File: config.mk
export PLATFORM = sky130hd
export DESIGN_NAME = alu_issue_stage_flat
export DESIGN_NICKNAME = d
export VERILOG_FILES = /design/src/rtl/alu_issue_stage_if.sv /design/src/rtl/alu_issue_stage.sv /design/src/flat_wrapper.sv
export SDC_FILE = /design/constraint.sdc
export NUM_CORES = 1
export LEC_CHECK = 0
export CORE_ASPECT_RATIO = 1.25
export CORE_MARGIN = 4
export CORE_UTILIZATION = 55
export DETAILED_ROUTE_END_ITERATION = 8
export GPL_ROUTABILITY_DRIVEN = 0
export PLACE_DENSITY = 0.81
export RECOVER_POWER = 25
export SETUP_SLACK_MARGIN = 0.2
export SLEW_MARGIN = 20
export SYNTH_ARGS = -nofsm -noshare
export SYNTH_HDL_FRONTEND = slang
export SYNTH_SLANG_ARGS = --single-unit
File: constraint.sdc
create_clock -name clk -period 2.72 [get_ports clk]
set_input_delay 0.272 -clock clk [delete_from_list [all_inputs] [get_ports clk]]
set_output_delay 0.272 -clock clk [all_outputs]
set_load 0.1 [all_outputs]
File: src/rtl/alu_issue_stage_if.sv
// alu_issue_stage_if: instruction handshake and ALU operand/result bus of the issue stage.
//   in_inst/in_valid/in_ready : instruction (or immediate) byte handshake into the stage
//   alu_ra/alu_rb/alu_inst    : operands and instruction byte driven to the ALU
//   alu_rd/alu_flags          : combinational ALU result and registered ALU flags
//   modport slave is taken by the issue stage, master by whatever surrounds it.
interface alu_issue_stage_if;
  logic [7:0] in_inst;
  logic       in_valid;
  logic       in_ready;
  logic [7:0] alu_ra;
  logic [7:0] alu_rb;
  logic [7:0] alu_inst;
  logic [7:0] alu_rd;
  logic [7:0] alu_flags;
  modport master (
    output in_inst, in_valid, alu_rd, alu_flags,
    input  in_ready, alu_ra, alu_rb, alu_inst
  );
  modport slave (
    input  in_inst, in_valid, alu_rd, alu_flags,
    output in_ready, alu_ra, alu_rb, alu_inst
  );
endinterface

File: src/rtl/alu_issue_stage.sv
// alu_issue_stage: issues 8-bit instructions from a 4x8 register file to an external ALU and writes results back.
//   clk, rst_n (async active-low) : clock and reset
//   bus (alu_issue_stage_if.slave): instruction handshake and ALU operand/result bus
//   flags_q     : ALU flags committed one cycle after execute
//   busy        : stage is not idle
//   err_timeout : one-cycle pulse when an immediate byte never arrived
//   dbg_sel/dbg_data : combinational register-file read port
//   Define ALU_ISSUE_CMP_EN to decode opcode 0011 as CMP (SUB without writeback).
module alu_issue_stage #(
  parameter int unsigned IMM_TIMEOUT = 15,
  parameter logic [7:0]  REG_RESET   = 8'h00
) (
  input  logic                    clk,
  input  logic                    rst_n,
  alu_issue_stage_if.slave        bus,
  output logic [7:0]              flags_q,
  output logic                    busy,
  output logic                    err_timeout,
  input  logic [1:0]              dbg_sel,
  output logic [7:0]              dbg_data
);
  typedef enum logic [1:0] {IDLE, IMM, EXEC, COMMIT} state_t;
  state_t     state;
  logic [7:0] r [4];
  logic [7:0] inst_q;
  logic [7:0] cnt;
  logic [1:0] ld_d;
  logic [3:0] op;
  logic       xfer;
  logic       is_alu;
  logic       is_cmp;
  logic [7:0] eff_inst;
  assign op           = bus.in_inst[7:4];
  assign bus.in_ready = state == IDLE || state == IMM;
  assign xfer         = bus.in_valid && bus.in_ready;
  assign busy         = state != IDLE;
  assign dbg_data     = r[dbg_sel];
`ifdef ALU_ISSUE_CMP_EN
  assign is_alu = op inside {4'h8, 4'h9, 4'hA, 4'hB, 4'h4, 4'h5, 4'h3};
  assign is_cmp = inst_q[7:4] == 4'h3;
`else
  assign is_alu = op inside {4'h8, 4'h9, 4'hA, 4'hB, 4'h4, 4'h5};
  assign is_cmp = 1'b0;
`endif
  // CMP runs through the ALU as a SUB so the flags match a subtraction
  assign eff_inst = is_cmp ? {4'hB, inst_q[3:0]} : inst_q;
  always_comb begin
    bus.alu_inst = (state == EXEC || state == COMMIT) ? eff_inst : 8'h00;
    bus.alu_ra   = state == EXEC ? r[inst_q[3:2]] : 8'h00;
    bus.alu_rb   = state == EXEC ? r[inst_q[1:0]] : 8'h00;
  end
  always_ff @(posedge clk or negedge rst_n)
    if (!rst_n) begin
      state       <= IDLE;
      r           <= '{default: REG_RESET};
      flags_q     <= 8'h00;
      inst_q      <= 8'h00;
      cnt         <= 8'h00;
      ld_d        <= 2'd0;
      err_timeout <= 1'b0;
    end else begin
      err_timeout <= 1'b0;
      case (state)
        IDLE:
          if (xfer) begin
            if (is_alu) begin
              inst_q <= bus.in_inst;
              state  <= EXEC;
            end else if (op == 4'h1) begin
              ld_d  <= bus.in_inst[3:2];
              cnt   <= 8'h00;
              state <= IMM;
            end else if (op == 4'h2)
              r[bus.in_inst[3:2]] <= r[bus.in_inst[1:0]];
          end
        // an immediate arriving on the timeout cycle wins over the abort
        IMM:
          if (xfer) begin
            r[ld_d] <= bus.in_inst;
            state   <= IDLE;
          end else if (cnt + 8'd1 == 8'(IMM_TIMEOUT)) begin
            err_timeout <= 1'b1;
            state       <= IDLE;
          end else
            cnt <= cnt + 8'd1;
        EXEC: begin
          if (!is_cmp) r[inst_q[3:2]] <= bus.alu_rd;
          state <= COMMIT;
        end
        // the ALU registered its flags on the EXEC edge; take them now
        COMMIT: begin
          flags_q <= bus.alu_flags;
          state   <= IDLE;
        end
        default: state <= IDLE;
      endcase
    end
endmodule
File: src/flat_wrapper.sv
// flat-port wrapper written by rule: the top's interface ports become plain ports
module alu_issue_stage_flat 
#(
  parameter int unsigned IMM_TIMEOUT = 15,
  parameter logic [7:0]  REG_RESET   = 8'h00
)
  (clk, rst_n, flags_q, busy, err_timeout, dbg_sel, dbg_data, bus_in_inst, bus_in_valid, bus_alu_rd, bus_alu_flags, bus_in_ready, bus_alu_ra, bus_alu_rb, bus_alu_inst);
  alu_issue_stage_if bus_i ();
  input  logic clk;
  input  logic rst_n;
  output logic [7:0] flags_q;
  output logic busy;
  output logic err_timeout;
  input  logic [1:0] dbg_sel;
  output logic [7:0] dbg_data;
  input wire logic [$bits(bus_i.in_inst)-1:0] bus_in_inst;
  input wire logic [$bits(bus_i.in_valid)-1:0] bus_in_valid;
  input wire logic [$bits(bus_i.alu_rd)-1:0] bus_alu_rd;
  input wire logic [$bits(bus_i.alu_flags)-1:0] bus_alu_flags;
  output wire logic [$bits(bus_i.in_ready)-1:0] bus_in_ready;
  output wire logic [$bits(bus_i.alu_ra)-1:0] bus_alu_ra;
  output wire logic [$bits(bus_i.alu_rb)-1:0] bus_alu_rb;
  output wire logic [$bits(bus_i.alu_inst)-1:0] bus_alu_inst;
  assign bus_i.in_inst = bus_in_inst;
  assign bus_i.in_valid = bus_in_valid;
  assign bus_i.alu_rd = bus_alu_rd;
  assign bus_i.alu_flags = bus_alu_flags;
  assign bus_in_ready = bus_i.in_ready;
  assign bus_alu_ra = bus_i.alu_ra;
  assign bus_alu_rb = bus_i.alu_rb;
  assign bus_alu_inst = bus_i.alu_inst;
  alu_issue_stage #(.IMM_TIMEOUT(IMM_TIMEOUT), .REG_RESET(REG_RESET)) u_core (.clk(clk), .rst_n(rst_n), .bus(bus_i), .flags_q(flags_q), .busy(busy), .err_timeout(err_timeout), .dbg_sel(dbg_sel), .dbg_data(dbg_data));
endmodule
==> results.toml, run 1 <==
[detailed_routing]
drt_pass1_iterations = 6
num_vias = 4266
wirelength_um = 13500
antenna_left = 0
first_iter_violations = 469
wl_per_cell_um = 21.1
drc = 0
viasPerCell = 6.70

[synth]
synth_nets = 493
synth_top_cell_by_area = "dfrtp_1"
ys_ff_latch = 61
ys_seq_area_share_pct = 32.8
synth_cells = 457
netlist_area_um2 = 4660
synth_top_cells_by_area = "dfrtp_1, mux4_2, mux2i_1, a21oi_1, mux2_2"
yosys_warnings = 0
synth-edff-count = 0
synth_ff_type = "dfrtp_1"
synth_most_common_cell = "mux2i_1"
async_reset_ff_share_pct = 100
synth.avg_cell_area_um2 = 10.2
yosysUniqueCellTypes = 34
yosys-top-cells-count = "mux2i_1, dfrtp_1, a21oi_1"
yosys.area.top_type_share_pct = 32.8

[cells_and_area]
final_cell_area_um2 = 5860
final_nets = 572
synthToLayoutAreaGrowth_pct = 25.8
fill_cells = 619
insertedDiodeCount = 0
drive_gt1_share_pct = 26.9

[timing]
fin_crit_sh_pct = 84.5
fmax_mhz = 435
fin_skew_ns = 0.00571
worst_slew_pin_slew_ns = 1.07
hold_violations = 0
finalSetupTns_ns = 0
drv_slew = 0
rsz0062_at_grt = "no"
slew-limit-headroom_pct = 28.4
final.min_clock_period_ns = 2.30
setup_viol = 0
timing.hold.ws_ns = 0.501

[floorplan]
die_y_um = 111
die_width_um = 90.3
core.rowCount = 37
io_pins = 72
initial_core_util_pct = 56.5
fp.coreArea_um2 = 8240
die_area_um2 = 10000

[global_routing]
antenna_found_initial = 0
grt_pass1_wl_um = 22000
grt_max_degree = 33
grt_pass1_vias = 4370
track_usage_pct = 27.6
grt.overflow.total = 0

[clock_network]
h-tree-depth = 3
path_clk_slew_ns = 0.06
tritoncts = "done"
clock_path_buffers = 2
postCtsSetupBuffers = 0
worstSkewPairLatency_ns = 0.35
cts.sinks = 61
cts-root-buf = "clkbuf_8"
cts_inserted_buffers = 9

[place]
io_buffers = 71
postPlaceCellArea_um2 = 5650
dpl.hpwl_um = 9340

[worst_setup_path]
setup.worst_path.start_class = "flop"
path_max_fanout = 12
worst_setup_path_end_kind = "primary output"
cp_data_required_time_ns = 2.45
criticalPathCategory = "flop to primary output"
worstPathArrival_ns = 2.03

[min_path]
hold_path_class = "flop to flop"

[flow_run]
maxCapViolations = 0

[status]
status = "finished, final reports clean"
[placed cells by master (no fill, tap or decap), types with 3 or more instances in the layout]
| master | n |
|---|---|
| and2_1 | 16 |
| o22ai_1 | 24 |
| nand2b_1 | 6 |
| dfrtp_1 | 59 |
| o221ai_1 | 8 |
| mux2i_1 | 68 |
| buf_4 | 51 |
| o21ai_0 | 9 |
| clkdlybuf4s50_1 | 27 |
| nor3_1 | 7 |
| nor2_1 | 41 |
| mux4_2 | 32 |
| a211oi_1 | 3 |
| clkbuf_1 | 3 |
| inv_1 | 8 |
| ha_1 | 7 |
| nand2_1 | 25 |
| clkbuf_8 | 14 |
| buf_12 | 16 |
| mux2_2 | 23 |
| a21oi_1 | 56 |
| nand3_1 | 3 |
| nor2b_1 | 12 |
[layout make-up]
class	count	area (um2)	share of cell area (%)
sequential	61	1530	26.1
tap	97	121	2.07
multi-input combinational	358	2980	51.0
timing repair buffer	98	996	17.0
clock buffer	15	196	3.35
inverter	8	30.0	0.513
[cells by family (layout without fill, tap and decap cells)]
family                     after synthesis  count (layout)  share of synthesized area (%)
AOI/OAI and AO/OA                      111             111                           14.4
xor gates and xnor gates                 1               1                          0.188
adders and majority gates                7               7                           1.88
buffers and inverters                   38             121                           3.23
DFF                                     61              61                           32.8
muxes                                  123             123                           35.7
and+or+nand+nor                        116             116                           11.9
[layer usage]
| layer | vias to the layer above | routed length, um | GRT usage [%] |
|---|---|---|---|
| met1 | 2042 | 4940 | 33.1 |
| met4 | 0 | 738 | 16.9 |
| met3 | 67 | 1390 | 7.54 |
| met2 | 283 | 6400 | 44.1 |
| li1 | 1874 | - | - |
| met5 | - | 0 | 0 |
[final timing paths]
path | cells past startpoint | end | slack, ns | from
min in group asynchronous | 2 | asynchronous set/reset pin | 0.58 | rst_n
worst max register to register | 7 | u_core.cnt[7] | 0.55 | u_core.cnt[0]
max in group asynchronous | 3 | asynchronous set/reset pin | 0.65 | rst_n
worst max-delay path | 4 | bus_alu_ra[3] | 0.42 | u_core.eff_inst[2]
worst min register to register | 1 | u_core.cnt[7] | 0.50 | u_core.cnt[7]
worst min-delay path | 1 | u_core.cnt[7] | 0.50 | u_core.cnt[7]
[worst max-delay path: stages, from the launching register on]
cell and delay [ns]:
dfrtp_2 0.57, buf_4 0.22, mux4_2 0.49, and2_1 0.17, buf_4 0.22
[metrics by stage]
| stage | setup WS [ns] | utilization, % | cells |
|---|---|---|---|
| after global placement | 0.456 | 68.6 | 621 |
| after global routing | 0.205 | 71.1 | 637 |
| final | 0.422 | 71.1 | 637 |
| after detailed placement | 0.411 | 68.6 | 621 |
| after floorplan | 0.0731 | - | 457 |
| after CTS | 0.225 | 71.1 | 637 |
[what timing repair did]
action / 4_1_cts / 5_1_grt
pin swaps: 0 / 0
endpoints found under the hold margin: 15 / 0
resized for setup: 1 / 1
hold buffers: 1 / 0
endpoints found under the setup margin: 2 / 7
gates cloned: 0 / 0
Power of run 1 is not shown: default switching activity piles up to over one toggle a cycle in this logic, so the estimate is an artifact.
==> run 2, diff against run 1 <==
Settings changed: CORE_UTILIZATION 55 to 50, PLACE_DENSITY 0.81 to 0.78.
Clock period 2.72 ns to 2.1 ns, I/O delays scaled along.
==> run 2 against run 1 <==
Effect of this change: non-clock buffer count increased by 44; clock skew decreased by 0.0036 ns; utilization increased by 4.7 points; critical path depth unchanged; design area increased by 18%; sequential share of layout area decreased by 3.9 points; the run now ends with max-capacitance violations, max-slew violations left; die area increased by 9.2%; final cell count increased by 11%.
==> results.toml, run 2 (same netlist as run 1, synthesis figures left out) <==
[worst_setup_path]
path_buf_inv = 2
cp_common_cell = "buf_12"
setup.worst_path.start_class = "flop"
slowest_stage = "mux4_2"
criticalPathCategory = "flop to primary output"
slowest_delay_ns = 0.51
path_cells = "buf_12 -> mux4_2 -> and2_2 -> buf_12"
cp_data_required_time_ns = 1.89
worstPathArrival_ns = 1.81
ff2ff_setup_slack_ns = 0.10
worst_setup_path_end_kind = "primary output"
path_max_fanout = 14
cpLargestDelayFamily = "multiplexers"

[global_routing]
grt_pass1_vias = 4694
track_usage_pct = 29.5
grt.overflow.total = 0
grt_max_degree = 38
antenna_found_initial = 0
grt_pass1_wl_um = 24600

[cells_and_area]
drive_gt1_share_pct = 40.5
layout_commonest_cell = "mux2i_1"
insertedDiodeCount = 0
final_cell_mix = "mux2i_1, a21oi_1, dfrtp_1, buf_4, buf_12"
final_nets = 616
synthToLayoutAreaGrowth_pct = 48.4

[clock_network]
worstSkewPairLatency_ns = 0.33
clock_path_buffers = 2
cts.sinks = 61
cts_inserted_buffers = 9
cts-root-buf = "clkbuf_16"
h-tree-depth = 3
tritoncts = "done"
path_clk_slew_ns = 0.05

[detailed_routing]
antenna_left = 0
num_vias = 4664
first_iter_violations = 605
drc = 0
viasPerCell = 6.59
wirelength_um = 16200
drt_pass1_iterations = 5
wl_per_cell_um = 22.9

[timing]
fin_crit_sh_pct = 96.0
hold_violations = 0
fin_skew_ns = 0.00210
rsz0062_at_grt = "yes"
slew-limit-headroom_pct = -1.22
timing.final.ws_setup_ns = 0.0843
fmax_mhz = 496
setup_viol = 0
final.min_clock_period_ns = 2.02
drv_slew = 25
worst_slew_pin_slew_ns = 1.52

[floorplan]
die_area_um2 = 10900
io_pins = 72
core.rowCount = 39
die_y_um = 116
fp.coreArea_um2 = 9130
initial_core_util_pct = 51.0
die_width_um = 94.3

[place]
dpl.hpwl_um = 10200
io_buffers = 71
pre_cts_ws_ns = 0.00181

[status]
status = "complete, but fails checks"
violations = "max-capacitance violations, max-slew violations"

[min_path]
hold_path_class = "flop to flop"

[flow_run]
maxCapViolations = 1
-- run 2: final timing paths --
check                                   start  cells past startpoint               to
setup / recovery           u_core.eff_inst[2]                      4    bus_alu_ra[6]
hold / removal                  u_core.cnt[7]                      1    u_core.cnt[7]
setup reg to reg                u_core.cnt[0]                      7    u_core.cnt[3]
hold reg to reg                 u_core.cnt[7]                      1    u_core.cnt[7]
max in group asynchronous               rst_n                      3  u_core.state[0]
min in group asynchronous               rst_n                      2    u_core.cnt[6]
-- run 2: final cells by class --
cell class / count / area (um2)
multi-input cells: 358 / 3200
fillers: 583 / 2210
repair buffers: 142 / 1690
flip-flops and latches: 61 / 1530
clock buffers: 11 / 243
well taps: 123 / 154
clock inverters: 5 / 50.0
inverters: 8 / 38.8
-- run 2: per-layer routing --
metal | global-route usage, % | vias to the layer above | part of all wire, %
li1 | - | 1969 | -
met1 | 35.8 | 2234 | 35
met2 | 49.1 | 377 | 50
met3 | 5.78 | 84 | 11
met4 | 16.3 | 0 | 4.9
met5 | 0 | - | 0
-- run 2: through the flow --
step | TNS (ns) | util [%] | instances | cell area (um2) | hold WS, ns
after floorplan | -0.144 | - | 457 | 4740 | -0.0856
after global placement | 0 | 69.0 | 680 | 6290 | 0.263
after detailed placement | 0 | 69.0 | 680 | 6290 | 0.260
after CTS | 0 | 74.3 | 703 | 6780 | 0.469
after global routing | 0 | 75.7 | 708 | 6910 | 0.512
final | 0 | 75.7 | 708 | 6910 | 0.498
-- run 2: timing repair --
action	in CTS	in global routing
setup buffers	5	5
hold endpoints to repair	24	0
pin swaps	8	6
endpoints found under the setup margin	42	64
cloned	1	0
gates resized for setup	32	27
hold buffers	1	0
-- run 2: worst register-to-register path, stage by stage, from the launching register on --
cell and delay [ns]:
dfrtp_1 0.37, inv_1 0.06, ha_1 0.12, or4b_4 0.46
a211o_4 0.32, o21ai_2 0.23, nor2_1 0.06, a211o_1 0.26
Power of run 2 is left out for the same reason.
==> run 3, diff against run 2 <==
Settings changed: CORE_ASPECT_RATIO 1.25 to default, CORE_MARGIN 4 to 2, SLEW_MARGIN 20 to default.
==> run 3 against run 2 <==
Effect of this change: the run now ends clean; flip-flop and latch count stayed put; hold slack worse by 0.0075 ns; maximum frequency is 0.49% lower; routed wire length is 7.4% higher.
==> results.toml, run 3 (same netlist as run 1, synthesis figures left out) <==
[clock_network]
path_clk_slew_ns = 0.07
clock_path_buffers = 2
cts-root-buf = "clkbuf_8"
worstSkewPairLatency_ns = 0.34
tritoncts = "done"
h-tree-depth = 3
cts_inserted_buffers = 9
cts.sinks = 61

[worst_setup_path]
criticalPathCategory = "flop to flop"
startpoint = "u_core.state[1]"
setup.worst_path.start_class = "flop"
worst_setup_path_end_kind = "flop"
r2r_start = "u_core.state[1]"
ff2ff_setup_slack_ns = 0.07
cp_data_required_time_ns = 2.36
path_max_fanout = 9
r2r_cells = 7
worstPathArrival_ns = 2.28

[global_routing]
track_usage_pct = 30.8
grt_max_degree = 33
grt_pass1_vias = 4633
grt.overflow.total = 0
grt_pass1_wl_um = 24000
antenna_found_initial = 0

[place]
dpl.hpwl_um = 9940
io_buffers = 71

[min_path]
min_path_cells = 2
min_to = "u_core.flags_q[0]"
hold_path_class = "input port to flop"
worstHoldStart = "bus_alu_flags[0]"

[cells_and_area]
fill_cells = 510
final_nets = 625
final_cell_mix = "mux2i_1, buf_4, dfrtp_1"
insertedDiodeCount = 0
layout_commonest_cell = "mux2i_1"
synthToLayoutAreaGrowth_pct = 50.1
drive_gt1_share_pct = 41.8

[status]
status = "finished, final reports clean"

[flow_run]
maxCapViolations = 0

[detailed_routing]
num_vias = 4871
drc = 0
wirelength_um = 17400
antenna_left = 0
first_iter_violations = 614
viasPerCell = 6.91
wl_per_cell_um = 24.7
drt_pass1_iterations = 5

[floorplan]
die_area_um2 = 10100
die_width_um = 100
io_pins = 72
die_y_um = 100
fp.coreArea_um2 = 9150
initial_core_util_pct = 50.9
core.rowCount = 35

[timing]
hold_violations = 0
rsz0062_at_grt = "yes"
fin_skew_ns = 0.00772
setup_viol = 0
fin_crit_sh_pct = 96.5
worst_slew_pin_slew_ns = 1.35
final.min_clock_period_ns = 2.03
fmax_mhz = 494
slew-limit-headroom_pct = 9.84
drv_slew = 0
finalSetupTns_ns = 0
[run 3: critical path, stage by stage (launching register included)]
cell and delay [ns]:
dfrtp_1 0.40, inv_2 0.05, ha_1 0.32, buf_4 0.20, nor3_1 0.43, buf_4 0.23, a21oi_1 0.10, a21oi_1 0.20
[run 3: how the worst max path moves through the flow]
stage,slack [ns],cells after the start,endpoint
CTS,0.08,8,u_core.cnt[1]
finish,0.07,7,flop
detailed placement,-0.11,6,flop
global placement,-0.02,6,flop
floorplan,-0.02,4,bus_alu_inst[0]
global route,-0.02,8,u_core.cnt[5]
[run 3: stage by stage]
step | hold WS, ns | worst slack (ns) | util, % | area, um2 | std cells
after global placement | 0.215 | -0.0224 | 68.5 | 6270 | 669
after CTS | 0.405 | 0.0792 | 72.7 | 6660 | 695
after floorplan | -0.0856 | -0.0204 | - | 4740 | 457
final | 0.491 | 0.0743 | 76.4 | 6990 | 705
after global routing | 0.489 | -0.0216 | 76.4 | 6990 | 705
after detailed placement | 0.221 | -0.108 | 68.5 | 6270 | 669
[run 3: what timing repair did]
item / CTS / global route
gates resized for setup: 25 / 54
buffers inserted: 9 / 6
setup endpoints to repair: 67 / 60
pin swaps: 8 / 16
gates cloned: 0 / 4
hold buffers: 1 / 0
hold endpoints to repair: 21 / 0
[run 3: cell type report]
cell class / count / area, um2 / area share (%)
Clock buffer: 13 / 169 / 2.42
Clock inverter: 3 / 42.5 / 0.609
Inverter: 8 / 33.8 / 0.483
Multi-Input combinational cell: 358 / 3290 / 47.1
Sequential cell: 61 / 1530 / 21.9
Tap cell: 111 / 139 / 1.99
Timing Repair Buffer: 151 / 1790 / 25.6
[run 3: routing by layer]
metal	track usage, %	wire length (um)	vias to the layer above
met5	0	0	-
met3	4.58	1930	127
li1	-	-	1989
met4	15.1	1170	0
met1	41.4	6140	2309
met2	49.0	8170	446
Power of run 3 is left out for the same reason.
